**config.mk**
```make
export PLATFORM = sky130hd
export DESIGN_NAME = vga_timing_gen
export DESIGN_NICKNAME = d
export VERILOG_FILES = /design/src/rtl/vga_timing_gen.sv
export SDC_FILE = /design/constraint.sdc
export NUM_CORES = 1
export LEC_CHECK = 0
export CORE_ASPECT_RATIO = 1.5
export CORE_MARGIN = 8
export CORE_UTILIZATION = 43
export DETAILED_ROUTE_END_ITERATION = 10
export GPL_ROUTABILITY_DRIVEN = 0
export PLACE_DENSITY_LB_ADDON = 0.2
export SLEW_MARGIN = 20
export SYNTH_ARGS = -nofsm -noshare
export SYNTH_HDL_FRONTEND = slang
export SYNTH_SLANG_ARGS = --single-unit
```
**constraint.sdc**
```tcl
create_clock -name clk_50mhz -period 1.9 [get_ports clk_50mhz]
set_input_delay 0.38 -clock clk_50mhz [delete_from_list [all_inputs] [get_ports clk_50mhz]]
set_output_delay 0.38 -clock clk_50mhz [all_outputs]
set_load 0.1 [all_outputs]
```
**src/rtl/vga_timing_gen.sv**
```systemverilog
// VGA raster engine: pixel-tick divider, h/v scan counters, sync/blank generation and registered colour.
// Define VGA_VBLANK_IRQ_EN to build the start-of-vblank interrupt; otherwise irq is tied low.
module vga_timing_gen #(
   parameter int   H_ACTIVE = 640,
   parameter int   H_FP     = 16,
   parameter int   H_SYNC   = 96,
   parameter int   H_BP     = 48,
   parameter int   V_ACTIVE = 480,
   parameter int   V_FP     = 10,
   parameter int   V_SYNC   = 2,
   parameter int   V_BP     = 33,
   parameter int   CLK_DIV  = 2,
   parameter int   COLOR_W  = 1,
   parameter logic HS_POL   = 1'b0,
   parameter logic VS_POL   = 1'b0,
   parameter int   CNT_W    = 11
) (
   input  logic               clk_50mhz,
   input  logic               rst,
   input  logic               en,
   input  logic [COLOR_W-1:0] pix_r,
   input  logic [COLOR_W-1:0] pix_g,
   input  logic [COLOR_W-1:0] pix_b,
   input  logic               irq_ack,
   output logic [CNT_W-1:0]   x,
   output logic [CNT_W-1:0]   y,
   output logic               pix_req,
   output logic [COLOR_W-1:0] vga_red,
   output logic [COLOR_W-1:0] vga_green,
   output logic [COLOR_W-1:0] vga_blue,
   output logic               vga_hsync,
   output logic               vga_vsync,
   output logic               de,
   output logic               frame_start,
   output logic               irq
);
   localparam int H_TOTAL = H_ACTIVE + H_FP + H_SYNC + H_BP;
   localparam int V_TOTAL = V_ACTIVE + V_FP + V_SYNC + V_BP;
   localparam int DIV_W   = (CLK_DIV > 1) ? $clog2(CLK_DIV) : 1;

   localparam logic [DIV_W-1:0] DIV_LAST = DIV_W'(CLK_DIV - 1);
   localparam logic [CNT_W-1:0] H_LAST   = CNT_W'(H_TOTAL - 1);
   localparam logic [CNT_W-1:0] V_LAST   = CNT_W'(V_TOTAL - 1);
   localparam logic [CNT_W-1:0] H_ACT    = CNT_W'(H_ACTIVE);
   localparam logic [CNT_W-1:0] V_ACT    = CNT_W'(V_ACTIVE);
   localparam logic [CNT_W-1:0] HS_START = CNT_W'(H_ACTIVE + H_FP);
   localparam logic [CNT_W-1:0] HS_END   = CNT_W'(H_ACTIVE + H_FP + H_SYNC);
   localparam logic [CNT_W-1:0] VS_START = CNT_W'(V_ACTIVE + V_FP);
   localparam logic [CNT_W-1:0] VS_END   = CNT_W'(V_ACTIVE + V_FP + V_SYNC);
   localparam logic [CNT_W-1:0] V_BLANK0 = CNT_W'(V_ACTIVE - 1);

   logic [DIV_W-1:0]   div_q, div_d;
   logic [CNT_W-1:0]   h_q, h_d;
   logic [CNT_W-1:0]   v_q, v_d;
   logic               tick, h_wrap, v_wrap, active, hs_raw, vs_raw;
   logic [COLOR_W-1:0] red_q, green_q, blue_q;
   logic               hs_q, vs_q, de_q;

   assign tick   = en && (div_q == DIV_LAST);
   assign h_wrap = (h_q == H_LAST);
   assign v_wrap = (v_q == V_LAST);
   assign active = (h_q < H_ACT) && (v_q < V_ACT);
   assign hs_raw = (h_q >= HS_START) && (h_q < HS_END);
   assign vs_raw = (v_q >= VS_START) && (v_q < VS_END);

   always_comb begin
      div_d = div_q;
      h_d   = h_q;
      v_d   = v_q;
      if (en) begin
         div_d = (div_q == DIV_LAST) ? '0 : div_q + 1'b1;
      end
      if (tick) begin
         if (h_wrap) begin
            h_d = '0;
            v_d = v_wrap ? '0 : v_q + 1'b1;
         end else begin
            h_d = h_q + 1'b1;
         end
      end
   end

   always_ff @(posedge clk_50mhz or negedge rst) begin
      if (!rst) begin
         div_q <= '0;
         h_q   <= '0;
         v_q   <= '0;
      end else begin
         div_q <= div_d;
         h_q   <= h_d;
         v_q   <= v_d;
      end
   end

   // Output stage renders the position that was current at the tick, so pins lag counters by one pixel.
   always_ff @(posedge clk_50mhz or negedge rst) begin
      if (!rst) begin
         red_q   <= '0;
         green_q <= '0;
         blue_q  <= '0;
         de_q    <= 1'b0;
         hs_q    <= ~HS_POL;
         vs_q    <= ~VS_POL;
      end else if (!en) begin
         red_q   <= '0;
         green_q <= '0;
         blue_q  <= '0;
         de_q    <= 1'b0;
         hs_q    <= ~HS_POL;
         vs_q    <= ~VS_POL;
      end else if (tick) begin
         red_q   <= active ? pix_r : '0;
         green_q <= active ? pix_g : '0;
         blue_q  <= active ? pix_b : '0;
         de_q    <= active;
         hs_q    <= hs_raw ? HS_POL : ~HS_POL;
         vs_q    <= vs_raw ? VS_POL : ~VS_POL;
      end
   end

   // Strobes are combinational from registered state; gating with rst keeps them low during reset.
   assign pix_req     = rst && tick && active;
   assign frame_start = rst && tick && h_wrap && v_wrap;

   assign x         = h_q;
   assign y         = v_q;
   assign vga_red   = red_q;
   assign vga_green = green_q;
   assign vga_blue  = blue_q;
   assign vga_hsync = hs_q;
   assign vga_vsync = vs_q;
   assign de        = de_q;

`ifdef VGA_VBLANK_IRQ_EN
   logic irq_q;

   always_ff @(posedge clk_50mhz or negedge rst) begin
      if (!rst) begin
         irq_q <= 1'b0;
      end else if (tick && h_wrap && (v_q == V_BLANK0)) begin
         irq_q <= 1'b1;
      end else if (irq_ack) begin
         irq_q <= 1'b0;
      end
   end

   assign irq = irq_q;
`else
   logic unused_irq_ack;
   assign unused_irq_ack = irq_ack;
   assign irq            = 1'b0;
`endif

endmodule

```
* Word-level counts from Yosys, hierarchy flattened
Cells that the tools add are included.
** Storage, ports and cells
- Logic and storage cells :: 50
- Register bits after elaboration :: 29
- Bits of input ports :: 7
- Output and inout port bits :: 31
** Cells by class
- Eq/ne operators :: 3
- Add/sub/neg operators :: 3
- Magnitude comparators :: 6
- Reduce and logical (&&, ||, !) cells :: 9
- Multiplexer cells :: 20
** Operator list (count)
- $add 11x1->11 const B :: 2
- $eq 11x10->1 const B :: 2
- $lt 11x10->1 const B :: 2
- $lt 11x9->1 const B :: 2
- $mux 11 :: 2
- $mux 1 :: 18
- $ge 11x10->1 const B :: 1
- $ge 11x9->1 const B :: 1
- $logic_and 1x1->1 :: 8
- $ne 2x1->1 const B :: 1
- $reduce_and 2->1 :: 1
- $add 1x1->1 const B :: 1

* Longest topological paths before layout
- Depth in word-level cells :: 5
- Gate-level depth with buffers :: 6
- Depth with buffers taken out :: 6

* Worst setup path before layout
No wires, ideal clock.
- Kind :: reg2out
- Start point :: register h_q[0] (netlist: x[0])
- End point :: output port frame_start
- Path buffers :: 1
- Data required time :: 1.520 ns
- Stages on the path, launching flop included :: 6
- Setup slack :: -2.645 ns
- Data arrival time :: 4.165 ns
- Cells stage by stage :: dfrtp_1 -> ha_1 -> nand3_1 -> or4b_1 -> buf_2 -> nor3_1
** On the way
- Longest elaborated chain between the ends :: 3
** RTL lines
- start: declaration :: line 53 : logic [CNT_W-1:0] h_q, h_d;
- start signal: assignment :: line 86 : h_q <= '0;
- start signal: assignment :: line 90 : h_q <= h_d;
- $eq 11x10->1 :: line 60 : assign h_wrap = (h_q == H_LAST);
- $logic_and 1x1->1 (2 in series) :: line 123 : assign frame_start = rst && tick && h_wrap && v_wrap;
- end: declaration :: line 34 : output logic frame_start,
No other way between the ends.

* Final worst setup path
- Start point :: register h_q[6] (netlist: x[6])
- End point :: output port frame_start
The elaborated chain is that of the path after synthesis.

==> impl_metrics.json <==
{
  "worstPathCellList": "or3b_4 > or4b_4 > nor3_4 > buf_12",
  "slowest_delay_ns": 0.53,
  "layout_commonest_cell": "buf_4",
  "skew_ns": 0.007553,
  "wl_um": 5381,
  "die_h_um": 86.51,
  "finalSetupViolCount": 13,
  "r2r_slack_ns": -0.24,
  "start_util": 0.4511,
  "wire_per_inst_um": 20.78,
  "post-dp-hpwl_um": 3445,
  "cts_buffers": 5,
  "p_comb_frac": 0.506,
  "clockBufferDepth": 2,
  "p_total_w": 0.002627,
  "critical_path_required_ns": 1.52,
  "seq_power_share": 0.293,
  "port_buffers": 35,
  "syn_area_um2": 1425,
  "n_antenna_cell": 0,
  "start_kind": "flip-flop",
  "hold_viol": 0,
  "p_int_w": 0.001483,
  "drt-pass1-iter-count": 4,
  "core_area_um2": 3159,
  "hold_buffers": 0,
  "final_cell_mix": "40 x buf_4, 26 x buf_12, 12 x nand3_1, 10 x nand2_1, 10 x dfrtp_1",
  "grt_pass1_wl_um": 8162,
  "violations": "setup timing",
  "antenna_found_initial": 0,
  "r2r-end": "y[9]",
  "grt_use_total": 0.1895,
  "vias_per_cell": 5.664,
  "crit_fanout": 2,
  "io_pins": 38,
  "ir_worst_vdd_v": 0.0009416,
  "p_per_area_nw_per_um2": 1000,
  "maxSlewViolCount": 0,
  "switching_share": 0.4354,
  "nets": 228,
  "syn_nets": 150,
  "p_clk_frac": 0.201,
  "drc": 0,
  "ant_nets": 0,
  "min_path_cells": 2,
  "overflow": 0,
  "cp.arrival_ns": 2.17,
  "yosys_warnings": 0,
  "fin_hold_ws_ns": 0.4872,
  "vias": 1467,
  "slowest_stage": "or4b_4",
  "die-width_um": 63.01,
  "layout-drive-gt1-share": 0.5160,
  "grt_setup_unrepaired": "yes",
  "min_to": "vga_vsync",
  "avgSynthCellArea_um2": 10.18,
  "rr_startpoint": "x[6]",
  "p_leak_nw": 1.246,
  "syn_to_final_growth_pct": 84.28,
  "ff2ff_path_depth": 6,
  "synthesis.instances": 140,
  "dieArea_um2": 5451,
  "cts_tree": "done",
  "switchingPower_w": 0.001143,
  "layout_setup_ws_ns": -0.6548,
  "clk_pin_slew_ns": 0.06,
  "cp-end-kind": "primary output",
  "min-delay-start": "vga_vsync",
  "ys_ff_latch": 29,
  "status": "complete, but fails checks",
  "seq_area_frac_synth": 0.5110,
  "grt_pass1_vias": 1617,
  "clockRootBuffer": "clkbuf_8",
  "h-tree-depth": 2,
  "finalCritPeriodShare": 1.345,
  "critPathKind": "reg2out",
  "grt_max_degree": 17,
  "drv_cap": 0,
  "fin_crit_ns": 2.555,
  "hold_class": "reg2reg",
  "clkLatencyLatePin_ns": 0.29,
  "rows": 25,
  "cts.sinks": 29,
  "synth.distinct_cells": 38,
  "fmax_mhz": 391.4,
  "first_iter_violations": 43
}
==> routing by layer <==
layer | routed length (um) | GRT usage | up-vias
met5 | 0 | 0 | -
met4 | 255 | 0.1167 | 0
met3 | 312 | 0.05161 | 23
met2 | 3007 | 0.3527 | 73
met1 | 1805 | 0.1786 | 714
li1 | - | - | 657
==> worst max-delay path: cells and delay by family (launching register included) <==
family / cells / cell delay, ns
simple gates: 3 / 1.20
buf+inv: 1 / 0.21
flops: 1 / 0.47
==> flip-flops by register name, summed over array words and instances, names as in the netlist <==
name       count
de             1
y             11
vga_hsync      1
x             11
vga_green      1
vga_vsync      1
div_q          1
vga_red        1
vga_blue       1
==> power groups by stage <==
stage / Sequential (W) / Combinational, W / Clock (W)
2_1_floorplan: 0.00132 / 0.000217 / 0
3_3_place_gp: 0.000769 / 0.00124 / 0
3_5_place_dp: 0.000779 / 0.00126 / 0
4_1_cts: 0.000768 / 0.00130 / 0.000530
5_1_grt: 0.000779 / 0.00138 / 0.000557
6_report: 0.000770 / 0.00133 / 0.000529
==> worst max-delay path by stage <==
stage                     startpoint          end  slack [ns]  cells after the start
final                           x[6]  frame_start       -0.65                      4
after global routing            x[6]  frame_start       -0.68                      4
after CTS                       x[6]  frame_start       -0.63                      4
after detailed placement          en  frame_start       -0.57                      5
after global placement            en  frame_start       -0.54                      5
after floorplan                 x[6]  frame_start       -0.97                      4
==> cells in the mapped netlist <==
cell type	count	area share
nand3b_1	1	0.0053
nor2b_1	2	0.0088
or4b_1	1	0.0070
xor2_1	8	0.049
or3_1	1	0.0044
and2_1	3	0.013
nor4b_1	1	0.0061
conb_1	1	0.0026
dfstp_2	2	0.037
nand2_1	12	0.032
nor2_1	6	0.016
nor4bb_1	1	0.0070
inv_1	4	0.011
a31o_2	1	0.0061
clkbuf_1	2	0.0053
a31oi_1	2	0.0088
ha_1	3	0.026
a2bb2oi_1	1	0.0061
a21oi_1	2	0.0070
xnor2_1	6	0.037
nand4_1	4	0.018
buf_4	1	0.0053
or3b_1	1	0.0061
nor3_1	6	0.021
o31ai_1	1	0.0053
nand3_1	12	0.042
and4bb_2	1	0.0088
o21ai_0	9	0.032
a21o_1	2	0.011
a22o_1	3	0.018
nor4_1	4	0.018
dfrtp_1	27	0.47
nand2b_1	1	0.0044
and4_1	2	0.012
and3_1	2	0.0088
nor3b_1	2	0.011
and4b_1	1	0.0070
buf_2	1	0.0035
==> area by class of cell <==
cell class,instances,area (um2)
inverters,4,15.01
well taps,40,50.05
clock buffers,8,90.09
multi-input cells,103,783.3
flip-flops and latches,29,769.5
fillers,172,533.0
repair buffers,75,918.4
==> kinds of logic after synthesis <==
group,share of synthesized area
flip-flops,0.5110
AO/OA/AOI/OAI,0.09394
XOR/XNOR,0.08604
AND/OR/NAND/NOR,0.2555
buffers and inverters,0.02458
other,0.002631
adder cells (fa/ha/maj),0.02634
==> per-stage QoR <==
step	std cells	worst slack [ns]	instance area (um2)	setup TNS (ns)	util
4_1_cts	258	-0.6279	2577	-2.255	0.8158
6_report	259	-0.6548	2626	-2.367	0.8313
3_5_place_dp	247	-0.5712	2381	-5.028	0.7537
5_1_grt	259	-0.6810	2626	-2.910	0.8313
3_3_place_gp	247	-0.5375	2381	-4.557	0.7537
2_1_floorplan	140	-0.9691	1489	-2.822	-
==> what timing repair did <==
action                                  4_1_cts  5_1_grt
pin swaps                                     7       11
endpoints found under the setup margin       14       15
buffers inserted                              3        2
gates resized for setup                      19       12
Note: power is estimated with default switching activity, not from simulation.
